File: src/rtl/bcd_counter8.sv
// Eight-digit BCD up/down counter with prescaler; feeds the seven-segment display stage.
// Digits, tick and wrap are registered; carry/borrow ripples through all digits in one cycle.

module bcd_digit (
  input  logic [3:0] d_i,
  input  logic       up_i,
  input  logic       c_i,
  output logic [3:0] d_o,
  output logic       c_o
);
  always_comb begin
    d_o = d_i;
    c_o = 1'b0;
    if (c_i) begin
      if (up_i) begin
        if (d_i >= 4'd9) begin
          d_o = 4'd0;
          c_o = 1'b1;
        end else begin
          d_o = d_i + 4'd1;
        end
      end else begin
        if (d_i == 4'd0) begin
          d_o = 4'd9;
          c_o = 1'b1;
        end else begin
          d_o = d_i - 4'd1;
        end
      end
    end
  end
endmodule

module bcd_counter8 #(
  parameter int NDIG     = 8,
  parameter int TICK_DIV = 50_000_000
) (
  input  logic       clock,
  input  logic       reset,
  input  logic       enable,
  input  logic       up,
  input  logic       clear,
  output logic [3:0] digits [0:NDIG-1],
  output logic       tick,
  output logic       wrap
);
  localparam int PW = (TICK_DIV > 2) ? $clog2(TICK_DIV) : 1;
  localparam logic [PW-1:0] PMAX = PW'(TICK_DIV - 1);

  logic [PW-1:0] p_q, p_d;
  logic [3:0]    dig_q [0:NDIG-1];
  logic [3:0]    dig_d [0:NDIG-1];
  logic [3:0]    nxt   [0:NDIG-1];
  logic [NDIG:0] cy;
  logic          tick_q, tick_d, wrap_q, wrap_d;
  logic          step;

  // Digit 0 always receives the step; cy[NDIG] out of the top digit is the wrap.
  assign cy[0] = 1'b1;

  for (genvar g = 0; g < NDIG; g++) begin : g_dig
    bcd_digit u_dig (
      .d_i  (dig_q[g]),
      .up_i (up),
      .c_i  (cy[g]),
      .d_o  (nxt[g]),
      .c_o  (cy[g+1])
    );
  end

  always_comb begin
    step   = enable && !clear && (p_q == PMAX);
    p_d    = p_q;
    dig_d  = dig_q;
    tick_d = step;
    wrap_d = step && cy[NDIG];
    if (clear) begin
      p_d = '0;
      for (int i = 0; i < NDIG; i++) dig_d[i] = 4'd0;
    end else if (step) begin
      p_d   = '0;
      dig_d = nxt;
    end else if (enable) begin
      p_d = p_q + 1'b1;
    end
  end

  always_ff @(posedge clock or posedge reset) begin
    if (reset) begin
      p_q    <= '0;
      tick_q <= 1'b0;
      wrap_q <= 1'b0;
      for (int i = 0; i < NDIG; i++) dig_q[i] <= 4'd0;
    end else begin
      p_q    <= p_d;
      tick_q <= tick_d;
      wrap_q <= wrap_d;
      dig_q  <= dig_d;
    end
  end

  assign digits = dig_q;
  assign tick   = tick_q;
  assign wrap   = wrap_q;
endmodule
File: config.mk
export PLATFORM = sky130hd
export DESIGN_NAME = bcd_counter8
export DESIGN_NICKNAME = d
export VERILOG_FILES = /design/src/rtl/bcd_counter8.sv
export SDC_FILE = /design/constraint.sdc
export NUM_CORES = 1
export LEC_CHECK = 0
export ABC_AREA = 1
export BUFFER_PORTS_ARGS = -buffer_cell sky130_fd_sc_hd__buf_2
export CORE_UTILIZATION = 33
export CTS_CLUSTER_SIZE = 20
export DETAILED_ROUTE_END_ITERATION = 12
export MAX_ROUTING_LAYER = met4
export PLACE_DENSITY = 0.53
export REMOVE_ABC_BUFFERS = 1
export SLEW_MARGIN = 20
export SYNTH_ARGS = -nofsm -noshare
export SYNTH_HDL_FRONTEND = slang
export SYNTH_SLANG_ARGS = --single-unit
File: constraint.sdc
create_clock -name clock -period 2.43 [get_ports clock]
set_input_delay 0.243 -clock clock [delete_from_list [all_inputs] [get_ports clock]]
set_output_delay 0.243 -clock clock [all_outputs]
set_load 0.02 [all_outputs]
==> results by group, run 1 <==
Run status
  • Status: finished, violations left
  • Failing checks: negative hold slack

STA
  • Final hold slack: -0.00863 ns
  • Worst Tran Pin Value: 0.623 ns
  • Fmax: 461 MHz
  • Headroom to the max-slew limit: 58.4%
  • RSZ-0062 raised after global routing: false
  • Fin Clk Skew: 0.00602 ns
  • Setup TNS: 0 ns
  • Slack of the critical path: 0.261 ns
  • Max-slew violation count: 0
  • Fin crit period: 2.17 ns
  • Final Hold Vio Count: 19
  • # setup viols final: 0
  • Period utilisation layout: 89.3%

Layout
  • Multi-input logic area: 2460 sq um
  • Final #Nets: 647
  • FF/Latch Area: 1500 sq um
  • Post-route cell area: 5020 sq um
  • Most common cell after layout, fill and taps aside: nand2_1
  • Most frequent cells in the layout: nand2_1, inv_1, dfrtp_1
  • Antenna Diode Count: 0
  • Fillers: 1329
  • Layout Area Growth over Synthesis: 16.7%
  • Share of cells above drive strength 1: 15.9%

Critical path
  • WS Path Type: flip-flop to flip-flop
  • CP Data Required Time: 2.65 ns
  • R2r endpoint: digits[8]$_DFFE_PP0P_
  • Worst setup EP type: flip-flop
  • Worst R2R Start: digits[28]$_DFFE_PP0P_
  • Worst setup SP type: flip-flop
  • Critical Path Fanout Max: 11
  • WP data arrival: 2.39 ns
  • R2R cell count: 12
  • R2R Setup Slk: 0.26 ns

Global route
  • Pin count of the biggest net entering global routing: 28
  • Global-route wire length before repair: 17.9 mm
  • Gr usage total: 17.6%
  • Gr ovfl total: 0
  • Initial antenna violation count: 0
  • Number of global-route vias before repair: 3705

Placement
  • Placed cell area: 4740 sq um
  • Pre-CTS setup slack: 0.273 ns
  • DP HPWL: 8.11 mm
  • PortBufs: 38
  • GP Congestion: 0.918

Route
  • Total Routed Length: 10.7 mm
  • # DRC: 0
  • WL/cell: 13.5 um
  • Drt pass-1 iters: 5
  • Via-per-instance ratio: 5.00
  • Starting DRT DRC Count: 289
  • DR vias: 3967
  • Detail Route Antenna Nets: 0

Yosys
  • Ys async rst share: 100%
  • Number of synthesized register bits: 60
  • Synth Instances: 566
  • Mux contribution to synthesized area: 0%
  • Warnings from Yosys: 0
  • Largest family of logic cells by synthesized area: simple AND/OR/NAND/NOR gates
  • Post-synthesis xor/xnor area fraction: 6.31%
  • Synth Area in Compound Gates: 14.1%
  • Synth Cell Area: 4300 sq um
  • Post-Synth Simple-Gate Area: 29.3%
  • Sequential-to-total area share from yosys stat: 34.9%
  • Post-synth EDFFs: 0
  • Adder-Cell Fraction of Synth Area: 7.56%
  • Post-synth cell types: 47
  • Main synth FF type: dfrtp_1
  • Avg Cell Area, Syn: 7.60 sq um

Die
  • Die height: 116 um
  • Effective utilization at floorplan: 34.0%
  • # IOs: 39
  • Die area: 13500 sq um
  • Core ar.: 12700 sq um
  • Die Width: 116 um
  • Site Rows: 41

Clocking
  • CTS root buffer: clkbuf_16
  • Latest clock arrival within the worst-skew pair: 0.33 ns
  • Post-CTS setup buffers: 0
  • CTS Buffer Depth: 2
  • Reg clk slew, reported paths: 0.05 ns
  • CTS resizes: 0
  • Inserted Clock Buffers: 9
  • H-tree Lvls: 3
  • TritonCTS Sinks: 60
  • Hold buffer count at CTS: 0
  • CTS tree: yes

Hold path
  • Worst Hold Class: primary input to asynchronous set/reset pin

Power
  • Total power: 2.41 mW
  • Pwr/cell area: 480 nW/um^2
  • Max VDD drop: 446 uV
  • Leakage power: 2.46 nW

Run
  • Max-cap check violation count: 0
## per-layer routing
metal / part of all wire (%) / vias up / wire [um] / global-route usage, %
met5: 0 / - / 0 / -
met3: 3.8 / 15 / 410 / 3.32
met4: 1.6 / 0 / 176 / 6.58
met1: 46 / 1842 / 4950 / 21.6
met2: 48 / 96 / 5140 / 28.7
li1: - / 2014 / - / -
## where the power goes
part	leakage [nW]	total, mW	internal, mW	switching [mW]
sequential	0.836	1.02	1.01	0.00989
combinational	1.47	0.157	0.0446	0.112
clock	0.146	1.23	0.783	0.447
## worst max-delay path: stages (launching register included)
cell     delay [ns]
dfrtp_1        0.41
inv_1          0.13
ha_1           0.23
nand3_1        0.13
nand3_1        0.10
nand2_1        0.14
inv_1          0.09
nor2_4         0.16
nand4_4        0.15
nor2_4         0.25
nor2_1         0.13
nand2_1        0.08
nand2_1        0.05
## cell usage after synthesis, types with 2 or more instances
library cell	n	share of area (%)
dfrtp_1	60	35
a21oi_1	31	3.6
o22ai_1	19	2.8
inv_2	9	0.79
nor2_2	4	0.58
a31oi_1	4	0.58
o21ai_0	33	3.8
o211ai_1	2	0.35
buf_2	7	0.81
nor2_4	3	0.79
xnor2_1	10	2.0
a211oi_1	2	0.35
ha_1	26	7.6
nand4_1	18	2.6
a21oi_2	2	0.41
nor3_1	10	1.2
inv_1	65	5.7
nor4_1	3	0.44
o31ai_1	2	0.35
a32oi_1	2	0.41
nor2_1	57	5.0
xor2_1	21	4.3
nand3_1	47	5.5
nand2_1	97	8.5
and3_1	2	0.29
nor2_8	2	0.93
nand3_2	3	0.70
o21a_1	3	0.52
nand2_2	4	0.58
## kinds of logic after synthesis
group                    count (synthesis)
adder cells (fa/ha/maj)                 26
buffers and inverters                   85
XOR/XNOR                                31
AND/OR/NAND/NOR                        259
AO/OA/AOI/OAI                          105
flip-flops                              60
## area by class of cell
cell class | instances | area share [%]
multi-input cells | 421 | 49.1
clock inverters | 6 | 1.10
flip-flops and latches | 60 | 29.9
inverters | 75 | 5.66
well taps | 172 | 4.29
repair buffers | 49 | 5.43
clock buffers | 10 | 4.56
## stage by stage
step | util [%] | cells | hold slack, ns
global route | 39.6 | 793 | 0.0372
floorplan | - | 556 | 0.393
CTS | 39.6 | 793 | 0.00765
detailed placement | 37.4 | 777 | 0.363
global placement | 37.4 | 777 | 0.354
finish | 39.6 | 793 | -0.00863
## sequential cells by signal, indices dropped and copies added (netlist names)
register / cells
digits: 32
p_q: 26
tick: 1
wrap: 1
## worst max-delay path by stage
stage	startpoint	to	slack (ns)
finish	digits[28]$_DFFE_PP0P_	digits[8]$_DFFE_PP0P_	0.26
global route	digits[20]$_DFFE_PP0P_	digits[1]$_DFFE_PP0P_	0.01
CTS	digits[28]$_DFFE_PP0P_	digits[4]$_DFFE_PP0P_	0.27
detailed placement	digits[20]$_DFFE_PP0P_	digits[6]$_DFFE_PP0P_	0.27
global placement	digits[28]$_DFFE_PP0P_	digits[8]$_DFFE_PP0P_	0.34
floorplan	digits[28]$_DFFE_PP0P_	digits[6]$_DFFE_PP0P_	0.40
No activity file was read; power rests on OpenSTA's default activity.
==> run 2: changes to the inputs <==
--- a/config.mk
+++ b/config.mk
@@ -10,6 +10,7 @@
 export CORE_UTILIZATION = 33
 export CTS_CLUSTER_SIZE = 20
 export DETAILED_ROUTE_END_ITERATION = 12
+export HOLD_SLACK_MARGIN = 0.02
 export MAX_ROUTING_LAYER = met4
 export PLACE_DENSITY = 0.53
 export REMOVE_ABC_BUFFERS = 1
==> run 2 against run 1 <==
  * Critical path depth unchanged
  * First-iteration DRC count decreased by 3.5%
  * The flow now finishes without violations
  * Via count about the same
  * Setup slack improved by 0.016 ns
  * Non-clock buffer count increased by 1
  * Sequential power about the same
  * Worst hold slack improved by 0.29 ns
  * Critical path type unchanged
  * Cell area increased by 0.20%
  * Cell count increased by 0.13%
  * Wire length increased by 0.13%
==> results by group, run 2 (synthesized netlist as in run 1, its figures left out) <==
Layout
  • Utilization after layout: 39.7% (+0.079 points)
  • Antenna Diode Count: 0 (unchanged)
  • Final #Nets: 648 (+0.15%)
  • Layout Area Growth over Synthesis: 16.9%
  • Most frequent cells in the layout: nand2_1, inv_1, dfrtp_1
  • Fillers: 1329 (unchanged)
  • Max FFs per register: 32 (unchanged)
  • Share of cells above drive strength 1: 15.9% (-0.026 points)
  • Most common cell after layout, fill and taps aside: nand2_1

Placement
  • Pre-CTS setup slack: 0.273 ns (unchanged)
  • PortBufs: 38 (unchanged)
  • DP HPWL: 8.11 mm (unchanged)
  • GP Congestion: 0.918 (unchanged)

Run status
  • Status: complete, no violations

Route
  • WL met1: 4.90 mm (-0.95%)
  • Detail Route Antenna Nets: 0 (unchanged)
  • Starting DRT DRC Count: 279 (-3.5%)
  • Met2 WL: 5.15 mm (+0.18%)
  • Total Routed Length: 10.7 mm (+0.13%)
  • Wire length on met3: 464 um (+13%)
  • # DRC: 0 (unchanged)
  • Drt pass-1 iters: 5 (unchanged)
  • Top sig layer: met4
  • WL/cell: 13.5 um (about the same)
  • DR vias: 3966 (-0.025%)
  • Via-per-instance ratio: 4.99 (-0.15%)

Die
  • Die height: 116 um (unchanged)
  • Core ar.: 12700 sq um (unchanged)
  • Site Rows: 41 (unchanged)
  • Die area: 13500 sq um (unchanged)
  • Die Width: 116 um (unchanged)
  • # IOs: 39 (unchanged)
  • Effective utilization at floorplan: 34.0% (unchanged)

STA
  • RSZ-0062 raised after global routing: false
  • Slack of the critical path: 0.277 ns (+0.0161 ns)
  • Setup TNS: 0 ns (unchanged)
  • Fmax: 464 MHz (+0.75%)
  • Fin crit period: 2.15 ns (-0.0161 ns)
  • Period utilisation layout: 88.6% (-0.66 points)
  • Max-slew violation count: 0 (unchanged)
  • Worst Tran Pin Value: 0.614 ns (-0.00905 ns)
  • Final Hold Vio Count: 0 (-19)
  • Final hold slack: 0.277 ns (+0.286 ns)
  • Fin Clk Skew: 0.00610 ns (+0.0000839 ns)
  • Headroom to the max-slew limit: 59.0% (+0.60 points)
  • # setup viols final: 0 (unchanged)

Critical path
  • Top Family by Delay on Critical Path: simple AND/OR/NAND/NOR gates
  • WS Path Type: flip-flop to flip-flop
  • R2r endpoint: digits[8]$_DFFE_PP0P_
  • Crit path cell chain: inv_1 -> ha_1 -> nand3_1 -> nand3_1 -> nand2_1 -> inv_1 -> nor2_4 -> nand4_4 -> nor2_4 -> nor2_1 -> nand2_1 -> nand2_1
  • Worst R2R Start: digits[28]$_DFFE_PP0P_
  • WP data arrival: 2.37 ns (-0.02 ns)
  • CP Data Required Time: 2.65 ns (about the same)
  • CP peak stage delay: 0.41 ns (about the same)
  • Critical Path Fanout Max: 11 (unchanged)
  • R2R cell count: 12 (unchanged)
  • Worst setup EP type: flip-flop
  • Worst setup SP type: flip-flop
  • Worst Path Buf+Inv: 2 (unchanged)
  • Most used cell, CP: nand2_1
  • R2R Setup Slk: 0.28 ns (+0.02 ns)
  • Slowest CP cell: dfrtp_1

Global route
  • Pin count of the biggest net entering global routing: 28 (unchanged)
  • Global-route wire length before repair: 17.9 mm (unchanged)
  • Number of global-route vias before repair: 3705 (unchanged)
  • Gr ovfl total: 0 (unchanged)
  • Initial antenna violation count: 0 (unchanged)
  • Gr usage total: 17.6% (unchanged)

Clocking
  • CTS Buffer Depth: 2 (unchanged)
  • Post-CTS setup buffers: 0 (unchanged)
  • TritonCTS Sinks: 60 (unchanged)
  • CTS resizes: 0 (unchanged)
  • Latest clock arrival within the worst-skew pair: 0.33 ns (about the same)
  • CTS root buffer: clkbuf_16
  • Reg clk slew, reported paths: 0.05 ns (about the same)
  • H-tree Lvls: 3 (unchanged)
  • Hold buffer count at CTS: 1 (+1)
  • CTS tree: yes
  • Inserted Clock Buffers: 9 (unchanged)

Hold path
  • Worst hold start: enable
  • Worst Hold Class: primary input to flip-flop
  • Worst Hold Path EP: p_q[1]$_DFFE_PP0P_
  • WHS Path Cells: 3

Power
  • Pwr/cell area: 479 nW/um^2 (-0.14%)
  • Leakage power: 2.46 nW (+0.17%)
  • Max VDD drop: 444 uV (-0.25%)

Run
  • Max-cap check violation count: 0 (unchanged)
## run 2: changes by cell type in the layout (fill, tap and decap cells not counted)
cell,previous run,this run
dlygate4sd3_1,0,1
## run 2: stage by stage
step / instances / power (mW) / cell area [sq um]
CTS: 794 / 2.45 / 5030
floorplan: 556 / 1.14 / 4250
global route: 794 / 2.51 / 5030
detailed placement: 777 / 1.20 / 4740
global placement: 777 / 1.20 / 4740
finish: 794 / 2.41 / 5030
## run 2: per-layer routing
metal	global-route usage [%]	up-vias
met1	21.6	1840
li1	-	2016
met3	3.32	15
met4	6.58	0
met5	-	-
met2	28.7	95
## run 2: worst max-delay path by stage
stage	startpoint	slack (ns)	endpoint	cells past startpoint
2_1_floorplan	digits[28]$_DFFE_PP0P_	0.40	digits[6]$_DFFE_PP0P_	12
3_3_place_gp	digits[28]$_DFFE_PP0P_	0.34	digits[8]$_DFFE_PP0P_	12
3_5_place_dp	digits[20]$_DFFE_PP0P_	0.27	digits[6]$_DFFE_PP0P_	11
4_1_cts	digits[28]$_DFFE_PP0P_	0.27	digits[4]$_DFFE_PP0P_	12
5_1_grt	digits[20]$_DFFE_PP0P_	0.01	digits[1]$_DFFE_PP0P_	11
6_report	digits[28]$_DFFE_PP0P_	0.28	digits[8]$_DFFE_PP0P_	12
## run 2: cell type report
type | count | area (sq um) | area share [%]
Multi-Input combinational cell | 421 | 2460 | 49.0
Tap cell | 172 | 215 | 4.28
Timing Repair Buffer | 50 | 283 | 5.62
Inverter | 75 | 284 | 5.65
Clock buffer | 10 | 229 | 4.55
Clock inverter | 6 | 55.1 | 1.09
Sequential cell | 60 | 1500 | 29.8
## run 2: where the power goes
group | internal [mW] | switching, mW
clock network | 0.783 | 0.447
logic | 0.0457 | 0.113
registers | 1.01 | 0.00976
## run 2: worst register-to-register path, delay by kind of cell (launching register included)
kind | cells | cell delay [ns]
adder cells (fa/ha/maj) | 1 | 0.23
buffers and inverters | 2 | 0.22
flip-flops | 1 | 0.41
AND/OR/NAND/NOR | 9 | 1.18
